<file path="config.mk">
export PLATFORM = sky130hd
export DESIGN_NAME = global_counter_ctrl
export DESIGN_NICKNAME = d
export VERILOG_FILES = /design/src/rtl/global_counter_ctrl.sv
export SDC_FILE = /design/constraint.sdc
export NUM_CORES = 1
export LEC_CHECK = 0
export CAP_MARGIN = 20
export CORE_ASPECT_RATIO = 0.6
export CORE_MARGIN = 5
export CORE_UTILIZATION = 40
export CTS_CLUSTER_DIAMETER = 30
export DETAILED_ROUTE_END_ITERATION = 8
export GPL_ROUTABILITY_DRIVEN = 0
export GPL_TIMING_DRIVEN = 0
export SYNTH_ARGS = -nofsm -noshare
export SYNTH_HDL_FRONTEND = slang
export SYNTH_SLANG_ARGS = --single-unit
export TNS_END_PERCENT = 5
</file>
<file path="constraint.sdc">
create_clock -name clk -period 4.4 [get_ports clk]
set_clock_uncertainty 0.15 [all_clocks]
set_input_delay 1.32 -clock clk [delete_from_list [all_inputs] [get_ports clk]]
set_output_delay 1.32 -clock clk [all_outputs]
set_load 0.05 [all_outputs]
</file>
<file path="src/rtl/global_counter_ctrl.sv">
// rtl/global_counter_ctrl.sv - start-triggered prescaled up-counter with one-shot/auto-reload modes
//
// Purpose: on a rising edge of start (in IDLE) the block latches mode, limit
// and prescale, then counts from 1 up to the terminal value, advancing once
// every (prescale+1) clocks. In one-shot mode it pulses done and holds the
// terminal value. In auto-reload mode it pulses wrap and restarts from 1.
// A stop aborts the run silently.
//
// Ports:
//   clk      in   system clock, rising edge
//   rst_n    in   asynchronous active-low reset
//   start    in   level; a synchronously detected rising edge launches a run
//   stop     in   synchronous abort, no done/wrap
//   mode     in   0 = one-shot, 1 = auto-reload (sampled on launch)
//   limit    in   terminal count, 0 selects all-ones (sampled on launch)
//   prescale in   tick divider (sampled on launch)
//   counter  out  current count value
//   busy     out  high while a run is active
//   done     out  one-cycle pulse at one-shot completion
//   wrap     out  one-cycle pulse at auto-reload
module global_counter_ctrl #(
    parameter int DWIDTH = 8,
    parameter int PWIDTH = 4
) (
    input  logic              clk,
    input  logic              rst_n,
    input  logic              start,
    input  logic              stop,
    input  logic              mode,
    input  logic [DWIDTH-1:0] limit,
    input  logic [PWIDTH-1:0] prescale,
    output logic [DWIDTH-1:0] counter,
    output logic              busy,
    output logic              done,
    output logic              wrap
);

    typedef enum logic {
        IDLE = 1'b0,
        RUN  = 1'b1
    } state_t;

    state_t            state_q,     state_d;
    logic              start_q,     start_d;
    logic [DWIDTH-1:0] counter_q,   counter_d;
    logic [PWIDTH-1:0] prescaler_q, prescaler_d;
    logic              mode_q,      mode_d;
    logic [DWIDTH-1:0] limit_q,     limit_d;
    logic [PWIDTH-1:0] prescale_q,  prescale_d;
    logic              done_q,      done_d;
    logic              wrap_q,      wrap_d;

    logic              start_rise;
    logic              tick;
    logic [DWIDTH-1:0] term;

    assign start_rise = start & ~start_q;
    assign tick       = (prescaler_q == prescale_q);
    // A latched limit of zero selects the full counter range.
    assign term       = (limit_q == '0) ? {DWIDTH{1'b1}} : limit_q;

    always_ff @(posedge clk or negedge rst_n) begin
        if (!rst_n) begin
            state_q     <= IDLE;
            start_q     <= 1'b0;
            counter_q   <= '0;
            prescaler_q <= '0;
            mode_q      <= 1'b0;
            limit_q     <= '0;
            prescale_q  <= '0;
            done_q      <= 1'b0;
            wrap_q      <= 1'b0;
        end else begin
            state_q     <= state_d;
            start_q     <= start_d;
            counter_q   <= counter_d;
            prescaler_q <= prescaler_d;
            mode_q      <= mode_d;
            limit_q     <= limit_d;
            prescale_q  <= prescale_d;
            done_q      <= done_d;
            wrap_q      <= wrap_d;
        end
    end

    always_comb begin
        state_d     = state_q;
        start_d     = start;
        counter_d   = counter_q;
        prescaler_d = prescaler_q;
        mode_d      = mode_q;
        limit_d     = limit_q;
        prescale_d  = prescale_q;
        done_d      = 1'b0;
        wrap_d      = 1'b0;

        case (state_q)
            IDLE: begin
                // stop on the same cycle suppresses the launch.
                if (start_rise && !stop) begin
                    state_d     = RUN;
                    counter_d   = {{(DWIDTH-1){1'b0}}, 1'b1};
                    prescaler_d = '0;
                    mode_d      = mode;
                    limit_d     = limit;
                    prescale_d  = prescale;
                end
            end
            RUN: begin
                // start edges are ignored here; stop beats any tick event.
                if (stop) begin
                    state_d = IDLE;
                end else if (tick) begin
                    prescaler_d = '0;
                    if (counter_q == term) begin
                        if (mode_q) begin
                            counter_d = {{(DWIDTH-1){1'b0}}, 1'b1};
                            wrap_d    = 1'b1;
                        end else begin
                            state_d = IDLE;
                            done_d  = 1'b1;
                        end
                    end else begin
                        counter_d = counter_q + {{(DWIDTH-1){1'b0}}, 1'b1};
                    end
                end else begin
                    prescaler_d = prescaler_q + {{(PWIDTH-1){1'b0}}, 1'b1};
                end
            end
            default: state_d = IDLE;
        endcase
    end

    assign counter = counter_q;
    assign busy    = (state_q == RUN);
    assign done    = done_q;
    assign wrap    = wrap_q;

endmodule

</file>
# ---- Word-level counts from Yosys, hierarchy flattened
# Cells that the tools add are included.
dict set report word_totals {
  input_bits 17
  reg_bits 29
}
dict set report classes {
  addsub 2
  n_reduce_logical 6
  n_bitwise 3
  mux 26
  n_eq_ne 6
}
# op count
set ops {}
lappend ops {{$mux W8} 6}
lappend ops {{$pmux W8 S2} 1}
lappend ops {{$mux W1} 14}
lappend ops {{$mux W4} 3}
lappend ops {{$add A8 B1 Y8 const B} 1}
lappend ops {{$eq A8 B8 Y1} 1}
lappend ops {{$logic_not A8 Y1} 1}
lappend ops {{$pmux W4 S2} 1}
lappend ops {{$add A4 B1 Y4 const B} 1}
lappend ops {{$eq A4 B4 Y1} 1}
lappend ops {{$ne A2 B2 Y1 const B} 2}
lappend ops {{$reduce_and A2 Y1} 2}
lappend ops {{$reduce_and A4 Y1} 1}
lappend ops {{$ne A3 B3 Y1 const B} 1}
lappend ops {{$ne A2 B1 Y1 const B} 1}
lappend ops {{$not A1 Y1} 2}
lappend ops {{$pmux W1 S2} 1}
lappend ops {{$and A1 B1 Y1} 1}
lappend ops {{$logic_and A1 B1 Y1} 1}
lappend ops {{$logic_not A1 Y1} 1}

# ---- Depth between registers and ports, before layout
# Gate-level depths: netlist of the first run.
dict set report depth {
  depth_word 7
  mapped_depth 7
  ltp_nobuf 6
}

# ---- Worst setup path before layout of the first run
# No wires, ideal clock.
dict set report synth_path {
  kind {input-to-reg}
  from {in stop}
  to {reg limit_q[1]}
  path_stages 3
  arrival_time_ps 2684
  required_time_ps 4125
  n_path_buf 1
  setup_ps 125
  path_slack_ps 1441
  path_cell_list {nor4b_2 -> clkbuf_1 -> mux2_2}
}
dict set report synth_between {
  elab_chain_cells 3
}
# element line_no
set synth_rtl {}
lappend synth_rtl {{start, declared} 28} ;# input logic stop,
lappend synth_rtl {{$logic_not A1 Y1} 100} ;# if (start_rise && !stop) begin
lappend synth_rtl {{$logic_and A1 B1 Y1} 100}
lappend synth_rtl {{$reduce_and A2 Y1 (no source line)} n/a}
lappend synth_rtl {{end signal, assigned} 79} ;# limit_q <= limit_d;
lappend synth_rtl {{end, declared} 48} ;# logic [DWIDTH-1:0] limit_q, limit_d;
# Every way passes these cells.
# A chain may end at the register's enable or synchronous reset.

# ---- Final worst setup path of the first run
dict set report layout_path {
  from {in stop}
  to {reg limit_q[4]}
}
# The elaborated chain is that of the path after synthesis.

==> impl_metrics.yaml, run 1 <==
synthesis:
  yosysTopAreaCell: "dfrtp_1"
  synth_nets: 147
  seq_area_frac_synth_pct: 48.13
  syn_inst: 128
  synth_area_um2: 1508
  synthDominantCellAreaShare_pct: 48.13
  post_synth.cell_area_avg_um2: 11.78
  synth_cell_type_count: 38
  netlist_top_cells_area: "dfrtp_1 48%, mux2_2 9.7%, xor2_1 4.1%, xnor2_1 2.9%, o21ai_0 2.7%"
  ys.warnings.count: 0
  ys_ff_latch: 29
sta:
  period_share_pct: 79.05
  setup_violations: 0
  relSlewSlack_pct: 37.14
  fin_crit_ns: 3.478
  tightest_slew_ns: 0.9404
  hold_viol: 0
  tns_ns: 0
  slew_violations: 0
  rsz0062_at_grt: "false"
  fmax_ghz: 0.2875
floorplan:
  dieHeight_um: 57.56
  dieArea_um2: 5137
  core_um2: 3659
  row_count: 17
  initial_core_util_pct: 41.21
  io_pins: 28
  die_w_um: 89.26
setup_path:
  arrival_ns: 3.49
  crit_path_max_fanout: 10
  worst-path-buf-inv: 2
  cp-start-kind: "input port"
  reg2reg_depth: 6
  max_stage_delay_ns: 0.83
  r2r_slack_ns: 1.91
  critPathSlowestCell: "nor4b_2"
  cp-end-kind: "register"
  critPathKind: "input port to register"
  cp.required_ns: 4.41
  path_depth: 4
  path_cells: "clkdlybuf4s50_1 > nor4b_2 > clkbuf_1 > mux2_2"
  cpLargestDelayFamily: "buffers and inverters"
cts:
  cts.htree.levels: 2
  clk_root_buffer_cell: "clkbuf_8"
  path_clk_slew_ns: 0.06
  cts_buffers: 5
  cts_tree: "yes"
  cts_buffer_depth: 2
  postCtsSetupBuffers: 0
  ctsHoldBuffers: 0
  clkLatencyLatePin_ns: 0.27
  ctsResizeCount: 0
  cts_sinks: 29
drt:
  ant_nets: 0
  wl_per_cell_um: 14.54
  drt_iter0_markers: 62
  drt-total-wl_mm: 3.068
  via_count: 1124
  drtPass1Iterations: 4
  drc_errors: 0
  viasPerCell: 5.327
global_routing:
  grt_max_degree: 20
  grt_usage_pct: 13.08
  grt_pass1_wl_mm: 5.071
  overflow: 0
  grt_pass1_vias: 1014
  antenna_found_initial: 0
placement:
  io_buffers: 27
  hpwl_mm: 2.402
  place_area_um2: 1864
flow_run:
  maxCapViolations: 0
finish:
  layout-drive-gt1-share_pct: 21.95
  area_growth_pct: 30.37
  final_common_cell: "dfrtp_1"
  multi_input_area_um2: 759.5
  diodes: 0
  postLayoutCellArea_um2: 1966
  num-nets-final: 182
  final_cell_mix: "29 x dfrtp_1, 27 x clkdlybuf4s50_1, 13 x mux2_2, 8 x nand2_1, 8 x o21ai_0"
  fillCellCount: 345
  ff_latch_area_um2: 725.7
power_and_ir_drop:
  ir_worst_vdd_mv: 0.2307
  power_density_nw_per_um2: 413.1
  p_leak_nw: 0.8406
  finalPower_uw: 812.0
min_path:
  hp-class: "register to register"
  holdPathStages: 1
outcome:
  status: "finished clean"
[Yosys cell counts (all sizes together)]
master,number
a211o,1
a221o,4
a22o,3
a31oi,2
a32o,2
and2,1
and3,7
and3b,1
buf,1
clkbuf,1
dfrtp,29
ha,2
inv,2
mux2,13
mux2i,1
nand2,8
nand2b,1
nand3,6
nand4,1
nor2,7
nor2b,1
nor3,2
nor4,2
nor4b,1
o21ai,8
o31ai,2
o32ai,1
or2,2
or4,2
or4bb,2
xnor2,5
xor2,7
[final cells by class]
cell class / count / share of cell area, %
clock buffers: 7 / 4.901
multi-input cells: 95 / 38.64
clock inverters: 1 / 0.2546
flip-flops and latches: 29 / 36.92
inverters: 2 / 0.3819
repair buffers: 28 / 15.15
plain buffers: 2 / 0.7638
well taps: 47 / 2.992
[report_power, final]
part | switching (mW) | internal (mW) | total [mW]
clock | 0.0984 | 0.141 | 0.239
combinational | 0.0974 | 0.102 | 0.200
sequential | 0.0604 | 0.312 | 0.373
[per-stage QoR]
stage          setup slack [ns]  hold WS [ns]  cells  utilization, %
2_1_floorplan             1.441        0.3407    128               -
3_3_place_gp             0.6463        0.3648    202           50.21
3_5_place_dp             0.6114        0.3744    203           50.96
4_1_cts                  0.8981        0.3876    211           53.73
5_1_grt                  0.7828        0.4015    211           53.73
6_report                 0.9216        0.3836    211           53.73
[state kept, by name (all words and copies together) (netlist names)]
name	flops
busy	1
counter	8
done	1
limit_q	8
mode_q	1
prescale_q	4
prescaler_q	4
start_q	1
wrap	1
[routing by layer]
metal	vias to the layer above	wire length [µm]	global-route usage, %
met3	2	162	4.906
met2	21	1282	16.89
li1	551	-	-
met4	0	17	4.459
met5	-	0	0
met1	550	1606	19.66
[kinds of logic after synthesis]
| family | Yosys count | synth area share, % |
|---|---|---|
| buffers and inverters | 4 | 1.494 |
| AND/OR/NAND/NOR | 44 | 17.68 |
| AO/OA/AOI/OAI | 23 | 12.86 |
| adder cells (fa/ha/maj) | 2 | 1.659 |
| multiplexers | 14 | 11.20 |
| flip-flops | 29 | 48.13 |
| XOR/XNOR | 12 | 6.971 |
[worst paths after layout]
check / startpoint / to
min: prescale_q[3] / prescale_q[3]
max reg2reg: limit_q[4] / counter[2]
max: stop / limit_q[4]
min reg2reg: prescale_q[3] / prescale_q[3]
max in group asynchronous: rst_n / prescale_q[3]
min in group asynchronous: rst_n / limit_q[3]
No activity file was read; power rests on OpenSTA's default activity.
==> inputs of run 2 (changes only) <==
==> constraint.sdc (replaced) <==
create_clock -name clk -period 3.4 [get_ports clk]
set_clock_uncertainty 0.15 [all_clocks]
set_input_delay 1.02 -clock clk [delete_from_list [all_inputs] [get_ports clk]]
set_output_delay 1.02 -clock clk [all_outputs]
set_load 0.05 [all_outputs]
==> results of run 2 <==
Same layout as run 1 (identical final DEF). Status: finished clean.
Main changes from that run: setup slack after placement 0.6114 ns -> -0.08856 ns; setup slack after layout 0.9216 ns -> 0.2216 ns; register-to-register setup slack 1.91 ns -> 0.91 ns; total power 0.8120 mW -> 1.051 mW; worst IR drop on VDD 0.2307 mV -> 0.2986 mV
==> inputs of run 3 (changes only) <==
--- a/config.mk
+++ b/config.mk
@@ -5,6 +5,7 @@
 export SDC_FILE = /design/constraint.sdc
 export NUM_CORES = 1
 export LEC_CHECK = 0
+export ABC_AREA = 1
 export CAP_MARGIN = 20
 export CORE_ASPECT_RATIO = 0.6
 export CORE_MARGIN = 5
@@ -13,6 +14,7 @@
 export DETAILED_ROUTE_END_ITERATION = 8
 export GPL_ROUTABILITY_DRIVEN = 0
 export GPL_TIMING_DRIVEN = 0
+export SLEW_MARGIN = 20
 export SYNTH_ARGS = -nofsm -noshare
 export SYNTH_HDL_FRONTEND = slang
 export SYNTH_SLANG_ARGS = --single-unit
==> impl_metrics.yaml, run 3 <==
finish:
  diodes: 0
  layout-drive-gt1-share_pct: 12.77
  final_cells: 282
  area_growth_pct: 26.38
  final_util_pct: 53.83
  final_cell_mix: "58 x nand2_1, 29 x dfrtp_1, 26 x clkdlybuf4s50_1, 20 x inv_1, 17 x o21ai_0"
  fillCellCount: 351
  final_common_cell: "nand2_1"
  num-nets-final: 253
cts:
  cts_tree: "yes"
  cts.htree.levels: 2
  cts_buffers: 5
  clkLatencyLatePin_ns: 0.29
  cts_sinks: 29
  ctsResizeCount: 0
  postCtsSetupBuffers: 0
  ctsHoldBuffers: 0
  clk_root_buffer_cell: "clkbuf_8"
  cts_buffer_depth: 2
  path_clk_slew_ns: 0.06
flow_run:
  maxCapViolations: 0
drt:
  wl_per_cell_um: 12.06
  via_count: 1350
  drt_iter0_markers: 63
  ant_nets: 0
  drtPass1Iterations: 4
  drc_errors: 0
  drt-total-wl_mm: 3.401
  viasPerCell: 4.787
power_and_ir_drop:
  p_leak_nw: 0.9688
  clkPwrFrac_pct: 29.9
  p_comb_share_pct: 27.4
  p_switching_uw: 361.8
  seqPwrFrac_pct: 42.7
  switching_share_pct: 34.37
  power_density_nw_per_um2: 516.5
  intPower_uw: 690.8
  ir_worst_vdd_mv: 0.2355
sta:
  period_share_pct: 81.58
  hold_viol: 0
  relSlewSlack_pct: 56.73
  fin_crit_ns: 2.774
  fmax_ghz: 0.3605
  tns_ns: 0
  slew_violations: 0
  rsz0062_at_grt: "false"
  setup_violations: 0
  tightest_slew_ns: 0.6491
synthesis:
  synthDominantCellAreaShare_pct: 45.00
  yosysMostFrequentCell: "nand2_1"
  synth_edf_count: 0
  synth_area_um2: 1613
  async_reset_ff_share_pct: 100.0
  seq_area_frac_synth_pct: 45.00
  syn_inst: 200
  post_synth.cell_area_avg_um2: 8.064
  synth_nets: 219
  yosysTopAreaCell: "dfrtp_1"
  ys_top_cells_by_count: "58 x nand2_1, 29 x dfrtp_1, 20 x inv_1"
  synth_cell_type_count: 24
  synthFlopType: "dfrtp_1"
  ys_ff_latch: 29
  ys.warnings.count: 0
  netlist_top_cells_area: "dfrtp_1 45%, nand2_1 13%, o21ai_0 5.3%, xor2_1 4.9%, inv_1 4.7%"
floorplan:
  row_count: 17
  io_pins: 28
  dieHeight_um: 59.19
  die_w_um: 91.98
  dieArea_um2: 5444
  initial_core_util_pct: 42.60
  core_um2: 3786
placement:
  placed_cells: 274
  io_buffers: 27
  hpwl_mm: 2.618
setup_path:
  cp-start-kind: "register"
  critPathKind: "register to primary output"
  cp.required_ns: 2.23
  cpLargestDelayFamily: "buffers and inverters"
  cp-end-kind: "primary output"
  max_stage_delay_ns: 0.85
  r2r-start: "prescaler_q[2]"
  r2r_slack_ns: 1.53
  critPathSlowestCell: "clkdlybuf4s50_1"
  r2r-end: "counter[5]"
  arrival_ns: 1.60
  crit_path_max_fanout: 7
  reg2reg_depth: 9
  path_cells: "clkdlybuf4s50_1"
  worst-path-buf-inv: 1
global_routing:
  grt_max_degree: 30
  grt_pass1_vias: 1228
  antenna_found_initial: 0
  grt_pass1_wl_mm: 5.899
  grt_usage_pct: 14.05
  overflow: 0
min_path:
  min_from: "prescale_q[3]"
  hp-class: "register to register"
  min_to: "prescale_q[3]"
  holdPathStages: 2
outcome:
  status: "finished clean"
==> run 3: through the flow <==
| stage | setup slack (ns) | hold WS, ns | power (mW) | area (µm²) |
|---|---|---|---|---|
| detailed placement | 0.5671 | 0.3365 | 0.7453 | 1937 |
| global placement | 0.5877 | 0.3411 | 0.7353 | 1942 |
| global route | 0.5648 | 0.3734 | 1.120 | 2038 |
| floorplan | 1.231 | 0.3110 | 0.6551 | 1613 |
| CTS | 0.6116 | 0.3515 | 1.064 | 2038 |
| finish | 0.6262 | 0.3486 | 1.053 | 2038 |
==> run 3: worst max path at each step <==
stage	from	endpoint	slack [ns]	cells past startpoint
after floorplan	stop	counter[3]	1.23	8
after global placement	stop	counter[0]	0.59	9
after detailed placement	stop	counter[1]	0.57	9
after CTS	counter[3]	counter[3]	0.61	1
after global routing	counter[3]	counter[3]	0.56	1
final	counter[3]	counter[3]	0.63	1
==> run 3: final cells by class <==
type / instances / area [µm²] / share of cell area (%)
sequential: 29 / 725.7 / 35.60
clock inverter: 1 / 5.005 / 0.2455
timing repair buffer: 27 / 265.3 / 13.01
inverter: 23 / 86.33 / 4.236
tap: 47 / 58.81 / 2.885
buffer: 4 / 22.52 / 1.105
multi-input combinational: 144 / 778.2 / 38.18
clock buffer: 7 / 96.34 / 4.727
==> run 3: logic make-up after synthesis <==
family | Yosys count | synth area share (%)
buffers and inverters | 27 | 6.749
XOR/XNOR | 12 | 6.517
adder cells (fa/ha/maj) | 2 | 1.551
AO/OA/AOI/OAI | 20 | 6.982
flip-flops | 29 | 45.00
AND/OR/NAND/NOR | 110 | 33.20
==> run 3: power groups by stage <==
stage | sequential [mW] | combinational [mW] | clock [mW]
6_report | 0.450 | 0.288 | 0.315
5_1_grt | 0.459 | 0.323 | 0.337
4_1_cts | 0.449 | 0.291 | 0.324
3_5_place_dp | 0.455 | 0.290 | 0
3_3_place_gp | 0.454 | 0.281 | 0
2_1_floorplan | 0.470 | 0.185 | 0
==> run 3: layer usage <==
metal	GRT usage [%]	up-vias	wire length, µm
met2	17.53	48	1223
met5	0	-	0
met4	6.977	0	67
li1	-	699	-
met3	4.442	7	241
met1	21.16	596	1869
